==> src/rtl/mem_arbiter.sv <==
// mem_arbiter: round-robin sharing of one single-ported memory between fetch and load/store
module mem_arbiter #(
  parameter int ADDR_W  = 32,
  parameter int DATA_W  = 32,
  parameter int TIMEOUT = 15
) (
  input  logic                clk_i,
  input  logic                rst_ni,
  input  logic                if_req_i,
  input  logic [ADDR_W-1:0]   if_addr_i,
  output logic [DATA_W-1:0]   if_rdata_o,
  output logic                if_ack_o,
  input  logic                d_req_i,
  input  logic                d_we_i,
  input  logic [ADDR_W-1:0]   d_addr_i,
  input  logic [DATA_W-1:0]   d_wdata_i,
  input  logic [DATA_W/8-1:0] d_be_i,
  output logic [DATA_W-1:0]   d_rdata_o,
  output logic                d_ack_o,
  output logic                bus_err_o,
  output logic                mem_req_o,
  output logic                mem_we_o,
  output logic [ADDR_W-1:0]   mem_addr_o,
  output logic [DATA_W-1:0]   mem_wdata_o,
  output logic [DATA_W/8-1:0] mem_be_o,
  input  logic [DATA_W-1:0]   mem_rdata_i,
  input  logic                mem_ready_i,
  output logic                stall_o
);
  localparam int BE_W  = DATA_W / 8;
  localparam int CNT_W = $clog2(TIMEOUT + 1);
  typedef enum logic [1:0] {IDLE, IF_BUSY, D_BUSY} state_e;
  state_e             state_q;
  logic               last_d_q;
  logic [CNT_W-1:0]   cnt_q, cnt_d;
  logic               mem_req_q, mem_we_q, if_ack_q, d_ack_q, bus_err_q;
  logic [ADDR_W-1:0]  addr_q;
  logic [DATA_W-1:0]  wdata_q, if_rdata_q, d_rdata_q;
  logic [BE_W-1:0]    be_q;
  logic               if_elig, d_elig, pick_if, pick_d, timeout;
  // A port whose ack is showing this cycle is not eligible, so it cannot be re-granted on a stale req
  assign if_elig = if_req_i & ~if_ack_q;
  assign d_elig  = d_req_i & ~d_ack_q;
  assign pick_if = if_elig & (~d_elig | last_d_q);
  assign pick_d  = d_elig & ~pick_if;
  assign cnt_d   = cnt_q + 1'b1;
  assign timeout = cnt_d == CNT_W'(TIMEOUT);
  // Stall is forced low while in reset so it drops together with the acks
  assign stall_o = rst_ni & ((if_req_i & ~if_ack_q) | (d_req_i & ~d_ack_q));
  assign if_rdata_o  = if_rdata_q;
  assign if_ack_o    = if_ack_q;
  assign d_rdata_o   = d_rdata_q;
  assign d_ack_o     = d_ack_q;
  assign bus_err_o   = bus_err_q;
  assign mem_req_o   = mem_req_q;
  assign mem_we_o    = mem_we_q;
  assign mem_addr_o  = addr_q;
  assign mem_wdata_o = wdata_q;
  assign mem_be_o    = be_q;
  // Arbitration FSM: grant latches the request, BUSY waits for ready or timeout, then one-cycle ack
  always_ff @(posedge clk_i or negedge rst_ni)
    if (!rst_ni) begin
      state_q    <= IDLE;
      last_d_q   <= 1'b1;
      cnt_q      <= '0;
      mem_req_q  <= 1'b0;
      mem_we_q   <= 1'b0;
      addr_q     <= '0;
      wdata_q    <= '0;
      be_q       <= '0;
      if_ack_q   <= 1'b0;
      d_ack_q    <= 1'b0;
      bus_err_q  <= 1'b0;
      if_rdata_q <= '0;
      d_rdata_q  <= '0;
    end else begin
      if_ack_q  <= 1'b0;
      d_ack_q   <= 1'b0;
      bus_err_q <= 1'b0;
      case (state_q)
        IDLE: if (pick_if | pick_d) begin
          state_q   <= pick_if ? IF_BUSY : D_BUSY;
          last_d_q  <= pick_d;
          cnt_q     <= '0;
          mem_req_q <= 1'b1;
          mem_we_q  <= pick_d & d_we_i;
          addr_q    <= pick_if ? if_addr_i : d_addr_i;
          wdata_q   <= pick_d & d_we_i ? d_wdata_i : '0;
          be_q      <= pick_d & d_we_i ? d_be_i : '1;
        end
        default: if (mem_ready_i | timeout) begin
          state_q   <= IDLE;
          mem_req_q <= 1'b0;
          mem_we_q  <= 1'b0;
          bus_err_q <= ~mem_ready_i;
          if_ack_q  <= state_q == IF_BUSY;
          d_ack_q   <= state_q == D_BUSY;
          if (state_q == IF_BUSY) if_rdata_q <= mem_ready_i ? mem_rdata_i : '0;
          else d_rdata_q <= mem_ready_i & ~mem_we_q ? mem_rdata_i : '0;
        end else cnt_q <= cnt_d;
      endcase
    end
endmodule

==> config.mk <==
export PLATFORM = sky130hd
export DESIGN_NAME = mem_arbiter
export DESIGN_NICKNAME = d
export VERILOG_FILES = /design/src/rtl/mem_arbiter.sv
export SDC_FILE = /design/constraint.sdc
export NUM_CORES = 1
export LEC_CHECK = 0
export ABC_AREA = 0
export CAP_MARGIN = 10
export CORE_MARGIN = 2
export CORE_UTILIZATION = 44
export DETAILED_ROUTE_END_ITERATION = 10
export PLACE_DENSITY = 0.82
export SLEW_MARGIN = 0
export SYNTH_ARGS = -nofsm -noshare
export SYNTH_HDL_FRONTEND = slang
export SYNTH_SLANG_ARGS = --single-unit
export TNS_END_PERCENT = 30
==> constraint.sdc <==
create_clock -name clk_i -period 3.1 [get_ports clk_i]
set_input_delay 0.465 -clock clk_i [delete_from_list [all_inputs] [get_ports clk_i]]
set_output_delay 0.465 -clock clk_i [all_outputs]
set_load 0.01 [all_outputs]
==> flow_summary.html <==
<table>
<tr><th>Metric</th><th>Value</th></tr>
<tr><th colspan="2">Logic synthesis</th></tr>
<tr><td>Leading cell type by number of instances after synthesis</td><td>sky130_fd_sc_hd__dfrtp_1</td></tr>
<tr><td>EDFF count, synth</td><td>0</td></tr>
<tr><td>Mean instance size in the synthesized netlist</td><td>12.5 um^2</td></tr>
<tr><td>Flops &amp; latches, synth</td><td>144</td></tr>
<tr><td>Post-synthesis cell type with the largest combined area</td><td>sky130_fd_sc_hd__dfrtp_1</td></tr>
<tr><td>Area share of the largest cell type after synthesis</td><td>60.7%</td></tr>
<tr><td>Post-Syn Area</td><td>0.00589 mm^2</td></tr>
<tr><td>Most frequent cells after synthesis</td><td>sky130_fd_sc_hd__dfrtp_1, sky130_fd_sc_hd__a22o_1, sky130_fd_sc_hd__inv_1</td></tr>
<tr><td>Post-Synthesis Cells</td><td>470</td></tr>
<tr><td>YS warnings</td><td>0</td></tr>
<tr><td>Ys async rst share</td><td>100%</td></tr>
<tr><td>Biggest area contributors in the synthesized netlist</td><td>sky130_fd_sc_hd__dfrtp_1, sky130_fd_sc_hd__a22o_1, sky130_fd_sc_hd__a221o_1</td></tr>
<tr><td>Count of unique library cells instantiated by Yosys</td><td>42</td></tr>
<tr><td>Most frequently used flop master after synthesis</td><td>sky130_fd_sc_hd__dfrtp_1</td></tr>
<tr><td>Sequential cell area fraction in the yosys report</td><td>61.2%</td></tr>
<tr><td>Synthesized netlist net count</td><td>610</td></tr>
<tr><th colspan="2">Detailed routing</th></tr>
<tr><td>Violation count after the first detailed-routing iteration</td><td>469</td></tr>
<tr><td>Count of unresolved DRC violations after routing</td><td>0</td></tr>
<tr><td>Max Used Layer</td><td>met4</td></tr>
<tr><td>First-pass iteration count of the detailed router</td><td>5</td></tr>
<tr><td>Met1 Wirelength</td><td>7.21 mm</td></tr>
<tr><td>Via count</td><td>5104</td></tr>
<tr><td>Final wirelength</td><td>17.8 mm</td></tr>
<tr><td>WL/cell</td><td>19.1 um</td></tr>
<tr><td>Routed met2 length</td><td>8.75 mm</td></tr>
<tr><td>Via count normalized by instance count</td><td>5.49</td></tr>
<tr><td>Routed Antenna Nets</td><td>0</td></tr>
<tr><td>Detailed route wirelength on metal3</td><td>1.41 mm</td></tr>
<tr><th colspan="2">Layout</th></tr>
<tr><td>Number of fill cells in the layout</td><td>923</td></tr>
<tr><td>Relative area change from synthesis to final layout</td><td>60.2%</td></tr>
<tr><td>Fraction of layout cells with a size suffix above 1</td><td>7.97%</td></tr>
<tr><td>Final-stage net count</td><td>880</td></tr>
<tr><td>Number of antenna cells inserted</td><td>0</td></tr>
<tr><th colspan="2">Clocking</th></tr>
<tr><td>Clock H-tree levels</td><td>4</td></tr>
<tr><td>CTS root buf</td><td>sky130_fd_sc_hd__clkbuf_16</td></tr>
<tr><td>CTS tree</td><td>done</td></tr>
<tr><td>Worst-case clock buffer depth</td><td>2</td></tr>
<tr><td>Insertion delay to the later sink of the worst-skew pair</td><td>420 ps</td></tr>
<tr><td>Clock transition time at the flip-flop clock pins of the worst setup and hold paths</td><td>60 ps</td></tr>
<tr><td>Sink Count</td><td>144</td></tr>
<tr><td>Number of setup buffers added after CTS</td><td>0</td></tr>
<tr><td>Total clock buffers created by CTS</td><td>17</td></tr>
<tr><th colspan="2">Die</th></tr>
<tr><td>Initial Util</td><td>44.8%</td></tr>
<tr><td>Std-Cell Rows</td><td>42</td></tr>
<tr><td>X dimension of the die</td><td>120 um</td></tr>
<tr><td>Y dimension of the die</td><td>120 um</td></tr>
<tr><td>Die Footprint</td><td>0.0143 mm^2</td></tr>
<tr><td>Count of boundary I/O pins</td><td>276</td></tr>
<tr><td>Core region area</td><td>0.0131 mm^2</td></tr>
<tr><th colspan="2">Place</th></tr>
<tr><td>Dpl hpwl</td><td>12.8 mm</td></tr>
<tr><td>Input/output buffers</td><td>275</td></tr>
<tr><td>Last weighted congestion value of the routability-driven placer</td><td>0.847</td></tr>
<tr><th colspan="2">Worst setup path</th></tr>
<tr><td>R2R depth</td><td>6</td></tr>
<tr><td>Worst Setup End Kind</td><td>output port</td></tr>
<tr><td>Cells along the critical path</td><td>dlygate4sd3_1 &gt; buf_6 &gt; a21boi_0 &gt; clkdlybuf4s50_1</td></tr>
<tr><td>Largest delay share family, worst path</td><td>buffers and inverters</td></tr>
<tr><td>Worst endpoint required time</td><td>2630 ps</td></tr>
<tr><td>WP buf/inv</td><td>3</td></tr>
<tr><td>Top fanout value on the critical path</td><td>6</td></tr>
<tr><td>Slowest-stage cell, CP</td><td>sky130_fd_sc_hd__clkdlybuf4s50_1</td></tr>
<tr><td>Largest incremental delay on the critical path</td><td>620 ps</td></tr>
<tr><td>Worst Path Class, Setup</td><td>in2out</td></tr>
<tr><td>Total stage count of the critical path</td><td>4</td></tr>
<tr><td>Type of element launching the critical path</td><td>input pin</td></tr>
<tr><td>Flop2flop setup slack</td><td>940 ps</td></tr>
<tr><td>CP Data Arrival Time</td><td>2110 ps</td></tr>
<tr><th colspan="2">Timing</th></tr>
<tr><td>Max-slew headroom</td><td>34.7%</td></tr>
<tr><td>Final hold slack</td><td>410 ps</td></tr>
<tr><td>Final cycle utilization of the critical path</td><td>83.1%</td></tr>
<tr><td>Final slew viol count</td><td>0</td></tr>
<tr><td>Setup Total Neg Slack</td><td>0 ps</td></tr>
<tr><td>RSZ-0062 raised after global routing</td><td>false</td></tr>
<tr><td>Final number of setup-violating endpoints</td><td>0</td></tr>
<tr><td>Actual slew at the worst max-slew pin</td><td>979 ps</td></tr>
<tr><td>Number of failing hold endpoints at the final stage</td><td>0</td></tr>
<tr><td>Clock tree skew after final layout</td><td>11.8 ps</td></tr>
<tr><td>Post-route minimum period</td><td>2580 ps</td></tr>
<tr><td>Max Clk Rate</td><td>388 MHz</td></tr>
<tr><th colspan="2">Pwr</th></tr>
<tr><td>Switch share</td><td>32.7%</td></tr>
<tr><td>LEAKAGE</td><td>4.05 nW</td></tr>
<tr><td>Design internal power</td><td>6.39 mW</td></tr>
<tr><td>Largest vdd supply drop</td><td>0.474 mV</td></tr>
<tr><td>Total power density per cell area</td><td>1010 mW/mm^2</td></tr>
<tr><td>Portion of total power attributed to combinational logic</td><td>42.9%</td></tr>
<tr><td>Clock group share of total power</td><td>22.7%</td></tr>
<tr><td>Power spent charging and discharging nets</td><td>3.11 mW</td></tr>
<tr><td>Share of total power in sequential cells</td><td>34.5%</td></tr>
<tr><th colspan="2">Global route</th></tr>
<tr><td>Overall global routing resource usage</td><td>24.5%</td></tr>
<tr><td>Via count of the first global-routing pass</td><td>5151</td></tr>
<tr><td>GRT Residual Overflow</td><td>0</td></tr>
<tr><td>Global-route wire length before repair</td><td>27.4 mm</td></tr>
<tr><td>Initial antenna violation count</td><td>0</td></tr>
<tr><td>Pin count of the biggest net entering global routing</td><td>78</td></tr>
<tr><th colspan="2">Outcome</th></tr>
<tr><td>Result of the run</td><td>completed</td></tr>
<tr><th colspan="2">Run</th></tr>
<tr><td>Number of max-cap violations</td><td>0</td></tr>
<tr><th colspan="2">Hold path</th></tr>
<tr><td>Worst Hold Class</td><td>in2async</td></tr>
</table>
-- layout make-up --
type	instances	area [um^2]	area share (%)
inverters	36	135	1.43
clock buffers	20	447	4.73
flip-flops and latches	144	3600	38.2
well taps	176	220	2.33
clock inverters	12	183	1.94
repair buffers	290	2880	30.5
multi-input cells	251	1960	20.8
-- through the flow --
stage	std cells	util, %	power (mW)	area (um^2)	worst slack, ps
3_3_place_gp	896	67.0	7.18	8800	634
3_5_place_dp	896	67.0	7.34	8800	635
4_1_cts	929	71.8	9.54	9440	570
2_1_floorplan	470	-	5.07	5890	1420
6_report	929	71.8	9.49	9440	525
5_1_grt	929	71.8	9.98	9440	496
-- state kept, by name, indices dropped and copies added, names as in the netlist, 2 cells and up --
| register | count |
|---|---|
| d_rdata_o | 32 |
| if_rdata_o | 32 |
| mem_addr_o | 32 |
| mem_wdata_o | 32 |
| cnt_q | 4 |
| mem_be_o | 4 |
| state_q | 2 |
-- cells by family after synthesis --
| group | synth area share (%) |
|---|---|
| compound gates | 21.6 |
| fa+ha+maj | 0.425 |
| buf+inv | 5.54 |
| flops | 61.2 |
| mux | 0.340 |
| simple gates | 10.9 |
-- final timing paths --
check	end	from
setup / recovery	stall_o	rst_ni
hold / removal	d_rdata_o[8]$_DFFE_PN0P_	rst_ni
setup reg to reg	d_rdata_o[14]$_DFFE_PN0P_	cnt_q[0]$_DFFE_PN0P_
hold reg to reg	if_rdata_o[10]$_DFFE_PN0P_	if_rdata_o[10]$_DFFE_PN0P_
max in group asynchronous	mem_addr_o[24]$_DFFE_PN0P_	rst_ni
min in group clk_i	if_rdata_o[10]$_DFFE_PN0P_	if_rdata_o[10]$_DFFE_PN0P_
-- routing by layer --
metal  global-route usage (%)  up-vias
li1                         -     2282
met1                     30.8     2510
met2                     41.4      281
met3                     6.51       31
met4                     8.01        0
met5                        0        -
-- layout by cell type, fill, tap and decap left out, types with 3 or more instances in the layout --
| cell type | instances |
|---|---|
| sky130_fd_sc_hd__nand2_1 | 6 |
| sky130_fd_sc_hd__a31o_2 | 4 |
| sky130_fd_sc_hd__a221o_1 | 32 |
| sky130_fd_sc_hd__nor2b_1 | 4 |
| sky130_fd_sc_hd__dfrtp_1 | 143 |
| sky130_fd_sc_hd__clkbuf_16 | 17 |
| sky130_fd_sc_hd__and2_0 | 32 |
| sky130_fd_sc_hd__buf_4 | 13 |
| sky130_fd_sc_hd__clkinvlp_4 | 3 |
| sky130_fd_sc_hd__a22o_1 | 64 |
| sky130_fd_sc_hd__clkdlybuf4s50_1 | 274 |
| sky130_fd_sc_hd__nor2_1 | 6 |
| sky130_fd_sc_hd__inv_1 | 36 |
| sky130_fd_sc_hd__bufinv_16 | 4 |
| sky130_fd_sc_hd__o21ai_0 | 35 |
| sky130_fd_sc_hd__o22a_1 | 4 |
| sky130_fd_sc_hd__nand4b_1 | 32 |
-- power groups by stage --
stage | Sequential (mW) | Combinational (mW) | Clock [mW]
4_1_cts | 3.26 | 4.09 | 2.19
3_5_place_dp | 3.26 | 4.08 | 0
6_report | 3.27 | 4.07 | 2.15
2_1_floorplan | 3.50 | 1.57 | 0
5_1_grt | 3.35 | 4.35 | 2.28
3_3_place_gp | 3.24 | 3.95 | 0
-- timing repair --
action	in CTS	in global routing
resized for setup	0	0
hold endpoints to repair	3	0
hold buffers	1	0
-- worst register-to-register path, stage by stage, from the launching register on --
cell                      delay [ps]
sky130_fd_sc_hd__dfrtp_1         460
sky130_fd_sc_hd__ha_1            210
sky130_fd_sc_hd__nor2b_1         300
sky130_fd_sc_hd__a31oi_1         190
sky130_fd_sc_hd__a21oi_2         390
sky130_fd_sc_hd__buf_4           320
sky130_fd_sc_hd__o21ai_0         150
(Power assumes the default switching activity.)
